**src/rtl/pipe_ctrl.sv**
```systemverilog
`timescale 1ns/1ps
`default_nettype none
// ============================================================================
// Module      : pipe_ctrl
// Description : Parametrised pipeline controller for the 16-bit Thumb core.
//               Tracks the instruction and valid bit of every stage from ID
//               to WB. Stalls ID/EX/MEM during multi-cycle memory accesses
//               and inserts bubbles behind them. Resolves branches in EX and
//               flushes the front end. Decodes the register-file write port
//               from the WB-stage instruction.
//
// Parameters  : STAGES     - tracked stages ID..WB (4..8); 0=ID, 1=EX, 2=MEM,
//                            STAGES-1=WB, anything between is pure delay
//               MEM_CYCLES - cycles a load/store occupies MEM (1..15)
// Macro       : PIPE_CTRL_FULLCOND_EN - full EQ..LE condition table; when
//               undefined every conditional branch uses Z | (N != V)
//
// Ports       : clk, rst          - clock, asynchronous active-high reset
//               i_ir_id/i_ir_valid - instruction presented to ID
//               i_apsr             - flags {N,Z,C,V}
//               o_stall            - per-stage hold vector
//               o_flush            - fetch discards its in-flight instruction
//               o_branch_taken     - taken branch resolved in EX this cycle
//               o_addr_mode        - 00 sequential PC, 01 branch target
//               o_rd_addr_r/o_rd_en_r - register-file write port for WB
//
// Revision    : 1.0 - initial release
// ============================================================================
module pipe_ctrl #(
    parameter int STAGES     = 4,
    parameter int MEM_CYCLES = 2
) (
    input  logic              clk,
    input  logic              rst,
    input  logic [15:0]       i_ir_id,
    input  logic              i_ir_valid,
    input  logic [3:0]        i_apsr,
    output logic [STAGES-1:0] o_stall,
    output logic              o_flush,
    output logic              o_branch_taken,
    output logic [1:0]        o_addr_mode,
    output logic [2:0]        o_rd_addr_r,
    output logic              o_rd_en_r
);

    localparam int         c_wb         = STAGES - 1;
    localparam logic [3:0] c_mem_reload = 4'(MEM_CYCLES - 1);

    logic [STAGES-1:0][15:0] r_ir;
    logic [STAGES-1:0]       r_v;
    logic [3:0]              r_mcnt;

    logic [STAGES-1:0][15:0] w_ir_nxt;
    logic [STAGES-1:0]       w_v_nxt;
    logic [STAGES-1:0]       w_stall;
    logic                    w_mem_busy;
    logic                    w_ls_ex;
    logic                    w_cond_br;
    logic                    w_uncond_br;
    logic                    w_cond_ok;
    logic                    w_taken;
    logic [15:0]             w_wb_ir;
    logic                    w_unused;

    // ------------------------------------------------------------------
    // Memory wait: ID, EX and MEM freeze while the counter runs; later
    // stages keep draining so WB sees bubbles.
    // ------------------------------------------------------------------
    assign w_mem_busy = (r_mcnt != 4'd0);
    assign w_stall    = w_mem_busy ? {{(STAGES-3){1'b0}}, 3'b111} : '0;
    assign w_ls_ex    = r_v[1] && (r_ir[1][15:12] inside {4'h5, 4'h6, 4'h7, 4'h8, 4'h9});

    // ------------------------------------------------------------------
    // Branch resolution in EX. A branch held behind a busy MEM is not
    // evaluated until the counter reaches zero.
    // ------------------------------------------------------------------
    assign w_cond_br   = (r_ir[1][15:12] == 4'b1101) && (r_ir[1][11:9] != 3'b111);
    assign w_uncond_br = (r_ir[1][15:11] == 5'b11100);

`ifdef PIPE_CTRL_FULLCOND_EN
    // i_apsr = {N,Z,C,V}
    always_comb begin
        w_cond_ok = 1'b0;
        case (r_ir[1][11:8])
            4'h0: w_cond_ok = i_apsr[2];
            4'h1: w_cond_ok = ~i_apsr[2];
            4'h2: w_cond_ok = i_apsr[1];
            4'h3: w_cond_ok = ~i_apsr[1];
            4'h4: w_cond_ok = i_apsr[3];
            4'h5: w_cond_ok = ~i_apsr[3];
            4'h6: w_cond_ok = i_apsr[0];
            4'h7: w_cond_ok = ~i_apsr[0];
            4'h8: w_cond_ok = i_apsr[1] & ~i_apsr[2];
            4'h9: w_cond_ok = ~i_apsr[1] | i_apsr[2];
            4'hA: w_cond_ok = (i_apsr[3] == i_apsr[0]);
            4'hB: w_cond_ok = (i_apsr[3] != i_apsr[0]);
            4'hC: w_cond_ok = ~i_apsr[2] & (i_apsr[3] == i_apsr[0]);
            4'hD: w_cond_ok = i_apsr[2] | (i_apsr[3] != i_apsr[0]);
            default: w_cond_ok = 1'b0;
        endcase
    end
    assign w_unused = ^w_wb_ir[5:3];
`else
    // Legacy core: one fixed predicate regardless of the condition field
    assign w_cond_ok = i_apsr[2] | (i_apsr[3] ^ i_apsr[0]);
    assign w_unused  = ^{w_wb_ir[5:3], i_apsr[1]};
`endif

    assign w_taken = r_v[1] & ~w_mem_busy & ((w_cond_br & w_cond_ok) | w_uncond_br);

    assign o_stall        = w_stall;
    assign o_flush        = w_taken;
    assign o_branch_taken = w_taken;
    assign o_addr_mode    = {1'b0, w_taken};

    // ------------------------------------------------------------------
    // Stage advance. A taken branch kills both the instruction in ID
    // (it enters EX as a bubble) and the one being fetched into ID.
    // ------------------------------------------------------------------
    for (genvar k = 0; k < STAGES; k++) begin : g_stage
        if (k == 0) begin : g_id
            assign w_ir_nxt[k] = w_stall[k] ? r_ir[k] : (w_taken ? 16'h0000 : i_ir_id);
            assign w_v_nxt[k]  = w_stall[k] ? r_v[k]  : (i_ir_valid & ~w_taken);
        end else begin : g_next
            logic w_bubble;
            assign w_bubble    = w_stall[k-1] | ((k == 1) & w_taken);
            assign w_ir_nxt[k] = w_stall[k] ? r_ir[k] : (w_bubble ? 16'h0000 : r_ir[k-1]);
            assign w_v_nxt[k]  = w_stall[k] ? r_v[k]  : (~w_bubble & r_v[k-1]);
        end
    end

    always_ff @(posedge clk or posedge rst) begin
        if (rst) begin
            r_ir   <= '0;
            r_v    <= '0;
            r_mcnt <= 4'd0;
        end else begin
            r_ir <= w_ir_nxt;
            r_v  <= w_v_nxt;
            // EX cannot move while busy, so a reload only happens when MEM is
            // free; with MEM_CYCLES = 1 the reload value is zero.
            if (w_mem_busy) begin
                r_mcnt <= r_mcnt - 4'd1;
            end else if (w_ls_ex) begin
                r_mcnt <= c_mem_reload;
            end
        end
    end

    // ------------------------------------------------------------------
    // Write-back decode from the registered WB stage.
    // ------------------------------------------------------------------
    assign w_wb_ir = r_ir[c_wb];

    always_comb begin
        o_rd_en_r   = 1'b0;
        o_rd_addr_r = 3'd0;
        if (r_v[c_wb]) begin
            if (w_wb_ir[15:13] == 3'b000) begin
                o_rd_en_r   = 1'b1;
                o_rd_addr_r = w_wb_ir[2:0];
            end else if ((w_wb_ir[15:13] == 3'b001) && (w_wb_ir[12:11] != 2'b01)) begin
                o_rd_en_r   = 1'b1;
                o_rd_addr_r = w_wb_ir[10:8];
            end else if ((w_wb_ir[15:10] == 6'b010000) &&
                         !(w_wb_ir[9:6] inside {4'b1000, 4'b1010, 4'b1011})) begin
                o_rd_en_r   = 1'b1;
                o_rd_addr_r = w_wb_ir[2:0];
            end else if (w_wb_ir[15:11] inside {5'b01101, 5'b01111, 5'b10001}) begin
                o_rd_en_r   = 1'b1;
                o_rd_addr_r = w_wb_ir[2:0];
            end else if (w_wb_ir[15:11] == 5'b10011) begin
                o_rd_en_r   = 1'b1;
                o_rd_addr_r = w_wb_ir[10:8];
            end
        end
    end

endmodule
`default_nettype wire

```
**config.mk**
```make
export PLATFORM = sky130hd
export DESIGN_NAME = pipe_ctrl
export DESIGN_NICKNAME = d
export VERILOG_FILES = /design/src/rtl/pipe_ctrl.sv
export SDC_FILE = /design/constraint.sdc
export NUM_CORES = 1
export LEC_CHECK = 0
export BUFFER_PORTS_ARGS = -buffer_cell sky130_fd_sc_hd__buf_2
export CAP_MARGIN = 20
export CELL_PAD_IN_SITES_DETAIL_PLACEMENT = 1
export CELL_PAD_IN_SITES_GLOBAL_PLACEMENT = 2
export CORE_MARGIN = 5
export CORE_UTILIZATION = 35
export CTS_CLUSTER_DIAMETER = 40
export DETAILED_ROUTE_END_ITERATION = 16
export GPL_ROUTABILITY_DRIVEN = 0
export PLACE_DENSITY = 0.7
export RECOVER_POWER = 25
export SYNTH_ARGS = -nofsm -noshare
export SYNTH_HDL_FRONTEND = slang
export SYNTH_SLANG_ARGS = --single-unit
```
**constraint.sdc**
```tcl
create_clock -name clk -period 3.15 [get_ports clk]
set_input_delay 0.315 -clock clk [delete_from_list [all_inputs] [get_ports clk]]
set_output_delay 0.315 -clock clk [all_outputs]
set_load 0.05 [all_outputs]
```
==> impl_metrics.ini <==
[layout]
layout.nets = 254
drive_gt1_share_pct = 20.9
regArea_sq_um = 1500
areaGrowthSynthToFinish_pct = 14.1
fillers = 742
finalInstanceArea_sq_um = 2750
final_cells = 315
n_antenna_cell = 0
multi_input_area_sq_um = 791

[critical_path]
worstPathRequired_ns = 2.83
crit_path_end_kind = output port
path_max_fanout = 30
cp.arrival_ns = 1.98
cp-start-kind = flip-flop
rr_endpoint = r_ir[28]
worstReg2RegStart = r_mcnt[1]
reg2reg_slack_ns = 1.00
reg2regPathDepth = 4
startpoint = r_mcnt[1]
path_class = reg -> out

[floorplan]
rows = 30
coreArea_sq_um = 6760
die_w_um = 93.0
ios = 35
start_util_pct = 35.7
die-area_sq_um = 8640
fp.dieH_um = 93.0

[synthesis]
ys_ff_latch = 60
synth_compound_area_share_pct = 15.7
async_flop_share_pct = 100
muxShareOfSynthArea_pct = 0
ys_seq_area_share_pct = 62.3
netlist_area_sq_um = 2410
synth_top_family_by_area = simple AND/OR/NAND/NOR gates
syn_area_per_cell_sq_um = 11.7
synth_warnings = 0
synthAdderAreaFrac_pct = 0
synth_xor_area_share_pct = 0.727
ys.flop_type = dfrtp_1
synthDistinctLibCells = 35
synth_edf_count = 0
synthCells = 206
yosys.area_share.simple_pct = 16.1

[worst_hold_path]
min_to = r_ir[8]
min_from = i_ir_id[8]
worst_hold_path_type = in -> reg
hold_depth = 2

[place]
hpwl_um = 2900
placed_cell_area_sq_um = 2560
dp.cells = 300
io_buffers = 28

[clock_tree]
post-cts-setup-buffers = 0
clk_latency_ns = 0.33
cts-root-buf = clkbuf_8
cts_hold_buf = 0
htreeDepth = 3
cts_sinks = 60
ctsResizeCount = 0
cts_inserted_buffers = 9
path_clk_slew_ns = 0.06
clockBufferDepth = 2
cts_tree = yes

[sta]
hold_viol = 0
worstMarginPinSlew_ns = 1.14
slew_headroom_pct = 24.2
rsz0062_at_grt = false
clock_skew_ns = 0.00413
slew_violations = 0
tns_ns = 0
fin_crit_sh_pct = 72.8
post-route-min-period_ns = 2.29
fmax_mhz = 436
setup_viol = 0

[global_routing]
grt_pass1_wl_um = 7660
grt.met2_usage_pct = 16.9
grt_pass1_vias = 1568
met3_usage_pct = 2.65
grt_max_degree = 47
grtUsageMet1_pct = 14.5
grt_overflow_total = 0
grt_busiest_layer = met2
grt_util_all_layers_pct = 11.6
antenna_found_initial = 0

[drt]
vias = 1526
finalWirelength_um = 4390
drtAntennaViolNets = 0
drtIter0Drc = 67
post_drt_wl_per_cell_um = 13.9
drc = 0
vias_per_cell = 4.84
dr.pass1.iters = 4

[flow_run]
max_cap_viol_count = 0

[power]
peakVddDrop_mv = 0.333
p_per_area_nw_per_um2 = 1040
leakagePower_nw = 1.39

[outcome]
status = finished, final reports clean
-- worst max-delay path by stage --
stage	cells past startpoint	endpoint
after floorplan	4	o_addr_mode[0]
after global placement	4	r_ir[15]
after detailed placement	4	r_ir[28]
after CTS	4	o_addr_mode[0]
after global routing	4	o_addr_mode[0]
final	4	o_addr_mode[0]
-- layout make-up --
class	instances	share of cell area, %
flip-flops and latches	60	54.6
inverters	4	0.546
clock buffers	14	6.64
clock inverters	1	0.182
multi-input cells	126	28.8
repair buffers	30	5.64
well taps	80	3.64
-- through the flow --
step                      worst slack (ns)  total power [mW]  hold slack, ns  utilization, %
after floorplan                       1.03              2.08           0.437               -
after CTS                            0.797              2.92          0.0732            40.7
after global placement                1.05              2.23           0.438            37.9
after detailed placement             0.986              2.27           0.437            37.9
final                                0.856              2.86           0.194            40.7
after global routing                 0.707              3.08           0.184            40.7
-- cell usage after synthesis, types with 2 or more instances --
master    number  area share, %
dfrtp_1       60             62
nand2_1       46            7.2
a22o_1        28             10
and2_1        14            3.6
buf_4          7            2.2
clkbuf_1       6           0.93
nor2_1         5           0.78
a32o_1         3            1.2
inv_1          3           0.47
nor3b_1        3           0.93
o21ai_0        3           0.62
buf_6          2           0.93
nand3_1        2           0.42
o21a_1         2           0.62
xnor2_1        2           0.73
-- flip-flops by register name (all words and copies together), names as in the netlist --
| register | flops |
|---|---|
| r_ir | 39 |
| w_wb_ir | 13 |
| r_mcnt | 4 |
| r_v | 4 |
-- logic make-up after synthesis --
family,count (synthesis)
xor gates and xnor gates,2
buffers and inverters,21
DFF,60
AOI/OAI and AO/OA,44
and+or+nand+nor,78
other,1
-- report_power, final --
part / leakage [nW] / internal, mW / switching (mW)
logic: 0.541 / 0.357 / 0.515
clock network: 0.0986 / 0.366 / 0.268
registers: 0.746 / 1.12 / 0.241
-- cells in the final DEF, fill, tap and decap left out, types with 2 or more instances in the layout --
master / n
clkbuf_8: 13
xnor2_1: 2
o21a_1: 2
buf_2: 28
nand3_1: 2
nor3b_1: 3
a22o_1: 28
buf_4: 2
inv_1: 3
dfrtp_1: 60
nor2_1: 5
and2_1: 14
conb_1: 2
o21ai_0: 3
a32o_1: 3
nand2_1: 46
-- per-layer routing --
layer / up-vias / share of wire, %
met3: 13 / 3.9
met2: 30 / 45
met5: - / 0
met1: 729 / 47
li1: 754 / -
met4: 0 / 3.6
-- critical path: stages, from the launching register on --
cell,delay [ns]
dfrtp_1,0.46
nor4_4,0.35
buf_4,0.33
and3_1,0.24
buf_2,0.27
(Power assumes the default switching activity.)
